### config.mk
export PLATFORM = sky130hd
export DESIGN_NAME = cart_mem_arbiter
export DESIGN_NICKNAME = d
export VERILOG_FILES = /design/src/rtl/cart_mem_arbiter.sv
export SDC_FILE = /design/constraint.sdc
export NUM_CORES = 1
export LEC_CHECK = 0
export BUFFER_PORTS_ARGS = -buffer_cell sky130_fd_sc_hd__buf_4
export CORE_MARGIN = 2
export CORE_UTILIZATION = 45
export DETAILED_ROUTE_END_ITERATION = 8
export PLACE_DENSITY_LB_ADDON = 0.12
export RECOVER_POWER = 25
export SYNTH_ARGS = -nofsm -noshare
export SYNTH_HDL_FRONTEND = slang
export SYNTH_SLANG_ARGS = --single-unit
### constraint.sdc
create_clock -name clk -period 5.3 [get_ports clk]
set_input_delay 0.265 -clock clk [delete_from_list [all_inputs] [get_ports clk]]
set_output_delay 0.265 -clock clk [all_outputs]
set_load 0.05 [all_outputs]
### src/rtl/cart_mem_arbiter.sv
`default_nettype none
// ============================================================================
// Module   : cart_mem_arbiter
// Purpose  : Serialises the mapper's PRG and CHR physical accesses onto one
//            request/acknowledge SDRAM port and returns read data to each path.
//            Each channel has a single-entry slot. Only one memory transaction
//            is outstanding at a time. CHR wins arbitration unless PRG has
//            waited through FAIR_MAX consecutive CHR grants.
// Revision : 1.0  initial release
// ----------------------------------------------------------------------------
// Build option:
//   CART_MEM_CHR_WRITE_EN  defined  : CHR writes are issued to memory.
//                          undefined: CHR writes are discarded before capture.
// Ports:
//   clk, reset                      clock, asynchronous active-high reset
//   prg_req/we/addr/wdata/allow     PRG access strobe and qualifiers (in)
//   prg_rdata, prg_done             last PRG read data, completion pulse
//   chr_req/we/addr/wdata/allow     CHR access strobe and qualifiers (in)
//   chr_rdata, chr_done             last CHR read data, completion pulse
//   mem_req/we/addr/wdata           memory request, held until mem_ack
//   mem_ack, mem_rdata              memory completion and read data
//   overrun                         sticky dropped-request flags {chr, prg}
// ============================================================================
module cart_mem_arbiter #(
  parameter int FAIR_MAX = 2
) (
  input  logic        clk,
  input  logic        reset,
  input  logic        prg_req,
  input  logic        prg_we,
  input  logic [21:0] prg_addr,
  input  logic [7:0]  prg_wdata,
  input  logic        prg_allow,
  output logic [7:0]  prg_rdata,
  output logic        prg_done,
  input  logic        chr_req,
  input  logic        chr_we,
  input  logic [21:0] chr_addr,
  input  logic [7:0]  chr_wdata,
  input  logic        chr_allow,
  output logic [7:0]  chr_rdata,
  output logic        chr_done,
  output logic        mem_req,
  output logic        mem_we,
  output logic [21:0] mem_addr,
  output logic [7:0]  mem_wdata,
  input  logic        mem_ack,
  input  logic [7:0]  mem_rdata,
  output logic [1:0]  overrun
);

  // Wide enough to hold FAIR_MAX itself (and at least one bit when it is 0).
  localparam int CW = $clog2(FAIR_MAX + 2);

`ifdef CART_MEM_CHR_WRITE_EN
  localparam logic C_CHR_WR_OK = 1'b1;
`else
  localparam logic C_CHR_WR_OK = 1'b0;
`endif

  typedef enum logic [0:0] {
    S_IDLE = 1'b0,
    S_BUSY = 1'b1
  } state_t;

  state_t        state_q;
  logic          win_chr_q;     // channel owning the in-flight transaction
  logic [CW-1:0] fair_cnt_q;

  logic          prg_pend_q, prg_we_q;
  logic [21:0]   prg_addr_q;
  logic [7:0]    prg_wdata_q;
  logic          chr_pend_q, chr_we_q;
  logic [21:0]   chr_addr_q;
  logic [7:0]    chr_wdata_q;

  logic          mem_req_q, mem_we_q;
  logic [21:0]   mem_addr_q;
  logic [7:0]    mem_wdata_q;
  logic [7:0]    prg_rdata_q, chr_rdata_q;
  logic          prg_done_q, chr_done_q;
  logic [1:0]    overrun_q;

  logic w_ack, w_prg_take, w_chr_take, w_prg_free, w_chr_free;
  logic w_prg_cap, w_chr_cap, w_prg_eff, w_chr_eff;
  logic w_fair_force, w_grant_chr;

  assign w_ack      = (state_q == S_BUSY) & mem_ack;
  assign w_prg_take = prg_req & prg_allow;
  // Without CHR write support a CHR write never reaches the slot at all.
  assign w_chr_take = chr_req & chr_allow & (C_CHR_WR_OK | ~chr_we);

  // A slot is free if empty, or if its transaction is being acknowledged now.
  assign w_prg_free = ~prg_pend_q | (w_ack & ~win_chr_q);
  assign w_chr_free = ~chr_pend_q | (w_ack &  win_chr_q);
  assign w_prg_cap  = w_prg_take & w_prg_free;
  assign w_chr_cap  = w_chr_take & w_chr_free;

  // While idle, a request arriving this cycle is eligible immediately so
  // mem_req rises on the very next cycle; its fields bypass the slot.
  assign w_prg_eff    = prg_pend_q | w_prg_cap;
  assign w_chr_eff    = chr_pend_q | w_chr_cap;
  assign w_fair_force = w_prg_eff & (fair_cnt_q >= CW'(FAIR_MAX));
  assign w_grant_chr  = w_chr_eff & ~w_fair_force;

  always_ff @(posedge clk or posedge reset) begin
    if (reset) begin
      state_q     <= S_IDLE;
      win_chr_q   <= 1'b0;
      fair_cnt_q  <= '0;
      prg_pend_q  <= 1'b0;
      prg_we_q    <= 1'b0;
      prg_addr_q  <= '0;
      prg_wdata_q <= '0;
      chr_pend_q  <= 1'b0;
      chr_we_q    <= 1'b0;
      chr_addr_q  <= '0;
      chr_wdata_q <= '0;
      mem_req_q   <= 1'b0;
      mem_we_q    <= 1'b0;
      mem_addr_q  <= '0;
      mem_wdata_q <= '0;
      prg_rdata_q <= '0;
      chr_rdata_q <= '0;
      prg_done_q  <= 1'b0;
      chr_done_q  <= 1'b0;
      overrun_q   <= '0;
    end else begin
      prg_done_q <= 1'b0;
      chr_done_q <= 1'b0;

      // Completion: retire the winner's slot. Placed before capture so a
      // same-channel request in the ack cycle re-arms the slot.
      if (w_ack) begin
        if (win_chr_q) begin
          chr_pend_q <= 1'b0;
          chr_done_q <= 1'b1;
          if (!mem_we_q) chr_rdata_q <= mem_rdata;
        end else begin
          prg_pend_q <= 1'b0;
          prg_done_q <= 1'b1;
          if (!mem_we_q) prg_rdata_q <= mem_rdata;
        end
      end

      if (w_prg_take) begin
        if (w_prg_free) begin
          prg_pend_q  <= 1'b1;
          prg_we_q    <= prg_we;
          prg_addr_q  <= prg_addr;
          prg_wdata_q <= prg_wdata;
        end else begin
          overrun_q[0] <= 1'b1;
        end
      end

      if (w_chr_take) begin
        if (w_chr_free) begin
          chr_pend_q  <= 1'b1;
          chr_we_q    <= chr_we & C_CHR_WR_OK;
          chr_addr_q  <= chr_addr;
          chr_wdata_q <= chr_wdata;
        end else begin
          overrun_q[1] <= 1'b1;
        end
      end

      case (state_q)
        S_IDLE: begin
          if (w_prg_eff || w_chr_eff) begin
            state_q   <= S_BUSY;
            mem_req_q <= 1'b1;
            win_chr_q <= w_grant_chr;
            if (w_grant_chr) begin
              mem_we_q    <= (chr_pend_q ? chr_we_q    : chr_we) & C_CHR_WR_OK;
              mem_addr_q  <=  chr_pend_q ? chr_addr_q  : chr_addr;
              mem_wdata_q <=  chr_pend_q ? chr_wdata_q : chr_wdata;
              // Cannot overflow: a saturated count forces a PRG grant.
              if (w_prg_eff) fair_cnt_q <= fair_cnt_q + CW'(1);
            end else begin
              mem_we_q    <= prg_pend_q ? prg_we_q    : prg_we;
              mem_addr_q  <= prg_pend_q ? prg_addr_q  : prg_addr;
              mem_wdata_q <= prg_pend_q ? prg_wdata_q : prg_wdata;
              fair_cnt_q  <= '0;
            end
          end
        end
        S_BUSY: begin
          if (mem_ack) begin
            state_q   <= S_IDLE;
            mem_req_q <= 1'b0;
          end
        end
        default: begin
          state_q   <= S_IDLE;
          mem_req_q <= 1'b0;
        end
      endcase
    end
  end

  assign mem_req   = mem_req_q;
  assign mem_we    = mem_we_q;
  assign mem_addr  = mem_addr_q;
  assign mem_wdata = mem_wdata_q;
  assign prg_rdata = prg_rdata_q;
  assign chr_rdata = chr_rdata_q;
  assign prg_done  = prg_done_q;
  assign chr_done  = chr_done_q;
  assign overrun   = overrun_q;

endmodule
`default_nettype wire
======== Yosys cells after proc, flatten, opt, wreduce, memory -nomap -nowiden ========
Cells that the tools add are included.
storage, ports and cells
  input port bits ......................... 77
  bits in registers ....................... 119
  output and inout port bits .............. 52
operators by class
  mux-type cells .......................... 28
  add/sub/neg operators ................... 1
  equal/unequal tests ..................... 3
  order comparisons ....................... 1
  reductions and logical operators ........ 10
  bitwise operators ....................... 23
operators with widths
  kind                                                       number
  2-to-1 mux 22 bit                                          3
  2-to-1 mux 8 bit                                           3
  2-to-1 mux 1 bit                                           18
  AND reduction 2 bit                                        6
  AND 1 bit                                                  10
  inverter 1 bit                                             9
  AND reduction 3 bit                                        3
  inequality test 2 bit (second input constant)              3
  2-to-1 mux 2 bit                                           2
  bitwise OR 1 bit                                           4
  one-hot mux 1 bit (2 select lines)                         2
  adder 2 x 1 -> 2 bit (second input constant)               1
  greater-or-equal comparator 2 bit (second input constant)  1
  logical OR 1 bit                                           1

======== Logic depth before layout (Yosys ltp) ========
  depth after elaboration ................. 10
  mapped depth ............................ 7
  depth with buffers taken out ............ 6

======== Worst setup path before layout ========
Ideal clock, no wire load.
  path kind ............................... register to register
  start ................................... register mem_we_q, in the netlist mem_we
  end ..................................... register prg_rdata_q[0], in the netlist prg_rdata[0]
  clock period less this slack ............ 1548 ps
  arrival ................................. 1424 ps
  path slack .............................. 3752 ps
  stages on the path, launching flop included .. 3
  cells stage by stage .................... dfrtp_1 -> nor3_2 -> mux2_2
between the ends
  word-level cells in the longest chain between the ends .. 2
RTL lines
  element                               RTL line  source
  from (decl)                           77        logic mem_req_q, mem_we_q;
  from (signal assigned)                175       mem_we_q <= (chr_pend_q ? chr_we_q : chr_we) & C_CHR_WR_OK;
  from (signal assigned)                181       mem_we_q <= prg_pend_q ? prg_we_q : prg_we;
  inverter 1 bit (no source line)       -
  AND reduction 3 bit (no source line)  -
  to (signal assigned)                  142       if (!mem_we_q) prg_rdata_q <= mem_rdata;
  to (decl)                             80        logic [7:0] prg_rdata_q, chr_rdata_q;
No other way between the ends.
A chain may end at the register's enable or synchronous reset.

======== Worst setup path in the final report ========
  start ................................... register prg_pend_q
  end ..................................... register mem_wdata_q[0], in the netlist mem_wdata[0]
between the ends
  word-level cells in the longest chain between the ends .. 8
  elaborated cells on any way between the ends .. 11
RTL lines
  element                 RTL line  source
  from (decl)             70        logic prg_pend_q, prg_we_q;
  from (signal assigned)  111       prg_pend_q <= 1'b0;
  from (signal assigned)  140       prg_pend_q <= 1'b0;
  from (signal assigned)  148       prg_pend_q <= 1'b1;
  inverter 1 bit          94        assign w_prg_free = ~prg_pend_q | (w_ack & ~win_chr_q);
  bitwise OR 1 bit        94
  AND 1 bit               96        assign w_prg_cap = w_prg_take & w_prg_free;
  bitwise OR 1 bit        101       assign w_prg_eff = prg_pend_q | w_prg_cap;
  AND 1 bit               103       assign w_fair_force = w_prg_eff & (fair_cnt_q >= CW'(FAIR_MAX));
  inverter 1 bit          104       assign w_grant_chr = w_chr_eff & ~w_fair_force;
  AND 1 bit               104
  2-to-1 mux 8 bit        174       if (w_grant_chr) begin
  to (signal assigned)    177       mem_wdata_q <= chr_pend_q ? chr_wdata_q : chr_wdata;
  to (signal assigned)    183       mem_wdata_q <= prg_pend_q ? prg_wdata_q : prg_wdata;
  to (decl)               79        logic [7:0] mem_wdata_q;
Parallel ways exist; a longest one is shown, timed or not.

==> metrics.log <==
INFO  metric outcome = finished, violations left
INFO  metric failed_checks = capacitance limit, slew limit
INFO  metric portBuffers = 128
INFO  metric fill_cells = 1035
INFO  metric place_hpwl = 7650 um
INFO  metric crit_path_start = prg_pend_q
INFO  metric initial_antenna_violation_count = 0
INFO  metric timing.clock.skew = between 0.006 and 0.007 ns
INFO  metric worst_skew_pair.late_latency = 0.41 ns
INFO  metric yosys_warnings = 0
INFO  metric tritoncts = done
INFO  metric measured_slew_at_the_worst_slew_check_pin = 3.01 ns
INFO  metric htreeDepth = 4
INFO  metric max_cap_viol_count = 1
INFO  metric rows = 40
INFO  metric maxSlewViolCount = 70
INFO  metric synthesized_instance_count = 411
INFO  metric worstHoldStart = mem_ack
INFO  metric timing.final.setup_violations = 0
INFO  metric timing.critical_path.required = 5.63 ns
INFO  metric routed_wirelength = ~11000 um
INFO  metric via_count = between 3000 and 4000
INFO  metric final_nets = 615
INFO  metric grt_usage = approximately a fifth
INFO  metric worstHoldPathType = input pin to register
INFO  metric synthTopCellsByArea = sky130_fd_sc_hd__dfrtp_1, sky130_fd_sc_hd__mux2_2, sky130_fd_sc_hd__mux2i_1
INFO  metric final-hold-violation-count = 0
INFO  metric synth-async-reset-ratio = 100%
INFO  metric detail_route.drc_violations = 0
INFO  metric timing.setup.critical_path_class = register to register
INFO  metric grt_setup_unrepaired = no
INFO  metric timing.critical_path.from_type = register
INFO  metric antenna_left = 0
INFO  metric timing.final.crit_share = 50.1%
INFO  metric hold_ws = 0.0691 ns
INFO  metric clock.fmax = 377 MHz
INFO  metric worst_ir_drop_vdd = 0.307 mV
INFO  metric cp_max_fo = 34
INFO  metric synth.ff_latch_count = about 120
INFO  metric net_count_after_synthesis = 489
INFO  metric final-seq-area = 0.00298 mm^2
INFO  metric tritoncts.num_buffers = 17
INFO  metric drive_above_1_share = about half
INFO  metric synthFlopType = sky130_fd_sc_hd__dfrtp_1
INFO  metric post_cts_hold_buffer_count = 0
INFO  metric io_pins = 129
INFO  metric yosysTopAreaCellShare = 53.8%
INFO  metric power-per-cell-area = slightly above 700 mW/mm^2
INFO  metric area_growth_syn_to_layout = 27.7%
INFO  metric cp_data_arrival_time = slightly below 3 ns
INFO  metric finalCriticalPeriod = 2.65 ns
INFO  metric cts.sink_count = 119
INFO  metric tns = 0 ns
INFO  metric worst_slew_margin_rel = -102%
INFO  metric post-route-cell-area = 0.00707 mm^2
INFO  metric detailed_place.area = 0.00653 mm^2
INFO  metric grt_max_degree = 70
INFO  metric synth_area_per_cell = approximately 13 um^2
INFO  metric synth_enable_flop_cells = 0
INFO  metric cts-root-buf = sky130_fd_sc_hd__clkbuf_16
INFO  metric cts_post_setup_buffers_inserted = 0
INFO  metric wire_length_of_the_first_global_routing_pass = 18600 um
INFO  metric drt-pass1-iter-count = 4
INFO  metric syn-cell-area = 0.00553 mm^2
INFO  metric end_kind = register
INFO  metric library_cell_occupying_the_most_area_in_the_post_synthesis_netlist = sky130_fd_sc_hd__dfrtp_1
INFO  metric gpl.final_weighted_congestion = 0.758
INFO  metric sequential_share_of_the_synthesized_area = 53.8%
INFO  metric max-clock-path-buffers = 2
INFO  metric post-synth-top-count-cell = sky130_fd_sc_hd__dfrtp_1
INFO  metric initial_utilization = a little under half
INFO  metric die-width = about 110 um
INFO  metric worst_setup_hold_path_clk_slew = 0.05 ns
INFO  metric synth_cell_type_count = 29
INFO  metric die_h = ~110 um
INFO  metric post_drt_via_cell_ratio = 5.17
INFO  metric r2r_start = prg_pend_q
INFO  metric post_cts_resized = 0
INFO  metric globalRouteOverflowTotal = 0
INFO  metric first_iteration_detailed_routing_drc_count = 148
INFO  metric power.static_leakage = 0.00338 uW
INFO  metric synth_top_cells_by_count = sky130_fd_sc_hd__dfrtp_1, sky130_fd_sc_hd__mux2_2, sky130_fd_sc_hd__mux2i_1
INFO  metric post_drt_wl_per_cell = between 15 and 20 um
INFO  metric first_global_vias = 3760
INFO  metric placeableCoreArea = roughly 0.012 mm^2
INFO  metric count_of_inserted_antenna_diode_cells = 0
INFO  metric die_ar = 0.0132 mm^2
INFO  metric multiInputGateArea = 0.00235 mm^2
worst paths after layout:
check                           cells after the start  slack, ns           end
worst min register to register                      2       0.48  mem_addr[21]
worst min-delay path                                2       0.07       state_q
max in group asynchronous                           3       2.88    prg_pend_q
worst max register to register                      4       2.65  mem_wdata[0]
worst max-delay path                                4       2.65  mem_wdata[0]
min in group asynchronous                           2       0.73   mem_addr[7]
kinds of logic (layout without fill, tap and decap cells):
kind of cell / count (synthesis) / count (layout) / synth area share (%)
AOI/OAI and AO/OA: 43 / 43 / 5.36
buffers and inverters: 29 / 167 / 3.84
adders and majority gates: 1 / 1 / 0.226
muxes: 168 / 168 / 32.8
and+or+nand+nor: 51 / 51 / 3.93
DFF: 119 / 119 / 53.8
report_power, final:
group          internal, uW  total, uW  leakage (uW)  switching [uW]
Clock                   680       1050      0.000274             372
Combinational          1020       2360       0.00168            1340
Sequential             1360       1650       0.00143             288
cell type report:
class | count | area share, %
Clock buffer | 29 | 7.65
Clock inverter | 2 | 0.142
Inverter | 4 | 0.230
Multi-Input combinational cell | 263 | 33.3
Sequential cell | 119 | 42.2
Tap cell | 147 | 2.60
Timing Repair Buffer | 132 | 13.9
routing by layer:
layer | global-route usage, % | routed length [um] | vias to the layer above
met2 | 30.5 | 5570 | 96
met4 | 7.63 | 206 | 0
li1 | - | - | 1712
met5 | 0 | 0 | -
met3 | 5.59 | 574 | 18
met1 | 23.3 | 5080 | 1770
critical path: stages, from the launching register on:
cell	delay [ns]
sky130_fd_sc_hd__dfrtp_2	1.03
sky130_fd_sc_hd__a21oi_4	0.04
sky130_fd_sc_hd__o22ai_4	0.94
sky130_fd_sc_hd__mux2_2	0.42
sky130_fd_sc_hd__o21ai_0	0.14
registers in the layout, indices dropped and copies added, names as in the netlist, 2 cells and up:
name and flops:
mem_addr 22, mem_wdata 8, fair_cnt_q 2, chr_addr_q 22
prg_addr_q 22, chr_rdata 8, prg_wdata_q 8, overrun 2
prg_rdata 8, chr_wdata_q 8
through the flow:
| stage | std cells | power, uW | util, % | setup WS, ns |
|---|---|---|---|---|
| floorplan | 411 | 3500 | - | 1.88 |
| global placement | 665 | 3990 | 54.3 | 2.60 |
| detailed placement | 665 | 4050 | 54.3 | 2.61 |
| CTS | 696 | 5130 | 58.9 | 2.56 |
| global route | 696 | 5380 | 58.9 | 2.29 |
| finish | 696 | 5060 | 58.9 | 2.65 |
layout by cell type, fill, tap and decap left out:
cell / synthesis / final
sky130_fd_sc_hd__mux2i_1: 60 / 60
sky130_fd_sc_hd__or2_1: 1 / 1
sky130_fd_sc_hd__nor3_2: 1 / 1
sky130_fd_sc_hd__clkbuf_4: 0 / 1
sky130_fd_sc_hd__dfrtp_1: 119 / 117
sky130_fd_sc_hd__nor3_1: 1 / 1
sky130_fd_sc_hd__a21oi_4: 1 / 2
sky130_fd_sc_hd__a21o_1: 2 / 2
sky130_fd_sc_hd__clkinv_2: 0 / 2
sky130_fd_sc_hd__clkbuf_8: 0 / 7
sky130_fd_sc_hd__nand3b_1: 1 / 1
sky130_fd_sc_hd__clkinvlp_2: 0 / 1
sky130_fd_sc_hd__mux2_1: 3 / 3
sky130_fd_sc_hd__dfrtp_2: 0 / 2
sky130_fd_sc_hd__mux2_2: 105 / 105
sky130_fd_sc_hd__nand3_1: 1 / 1
sky130_fd_sc_hd__nand2_1: 42 / 42
sky130_fd_sc_hd__nor2_1: 2 / 2
sky130_fd_sc_hd__o21ai_0: 5 / 5
sky130_fd_sc_hd__o21ai_2: 7 / 7
sky130_fd_sc_hd__clkbuf_1: 2 / 7
sky130_fd_sc_hd__ha_1: 1 / 1
sky130_fd_sc_hd__o22ai_4: 1 / 1
sky130_fd_sc_hd__o31ai_1: 1 / 1
sky130_fd_sc_hd__o21ai_1: 22 / 22
sky130_fd_sc_hd__and2b_2: 1 / 1
sky130_fd_sc_hd__and3b_2: 1 / 1
sky130_fd_sc_hd__o21bai_1: 2 / 2
sky130_fd_sc_hd__o31ai_4: 1 / 1
sky130_fd_sc_hd__buf_4: 10 / 129
sky130_fd_sc_hd__inv_1: 4 / 3
sky130_fd_sc_hd__clkbuf_16: 0 / 17
Power figures use the tool's default switching activity.
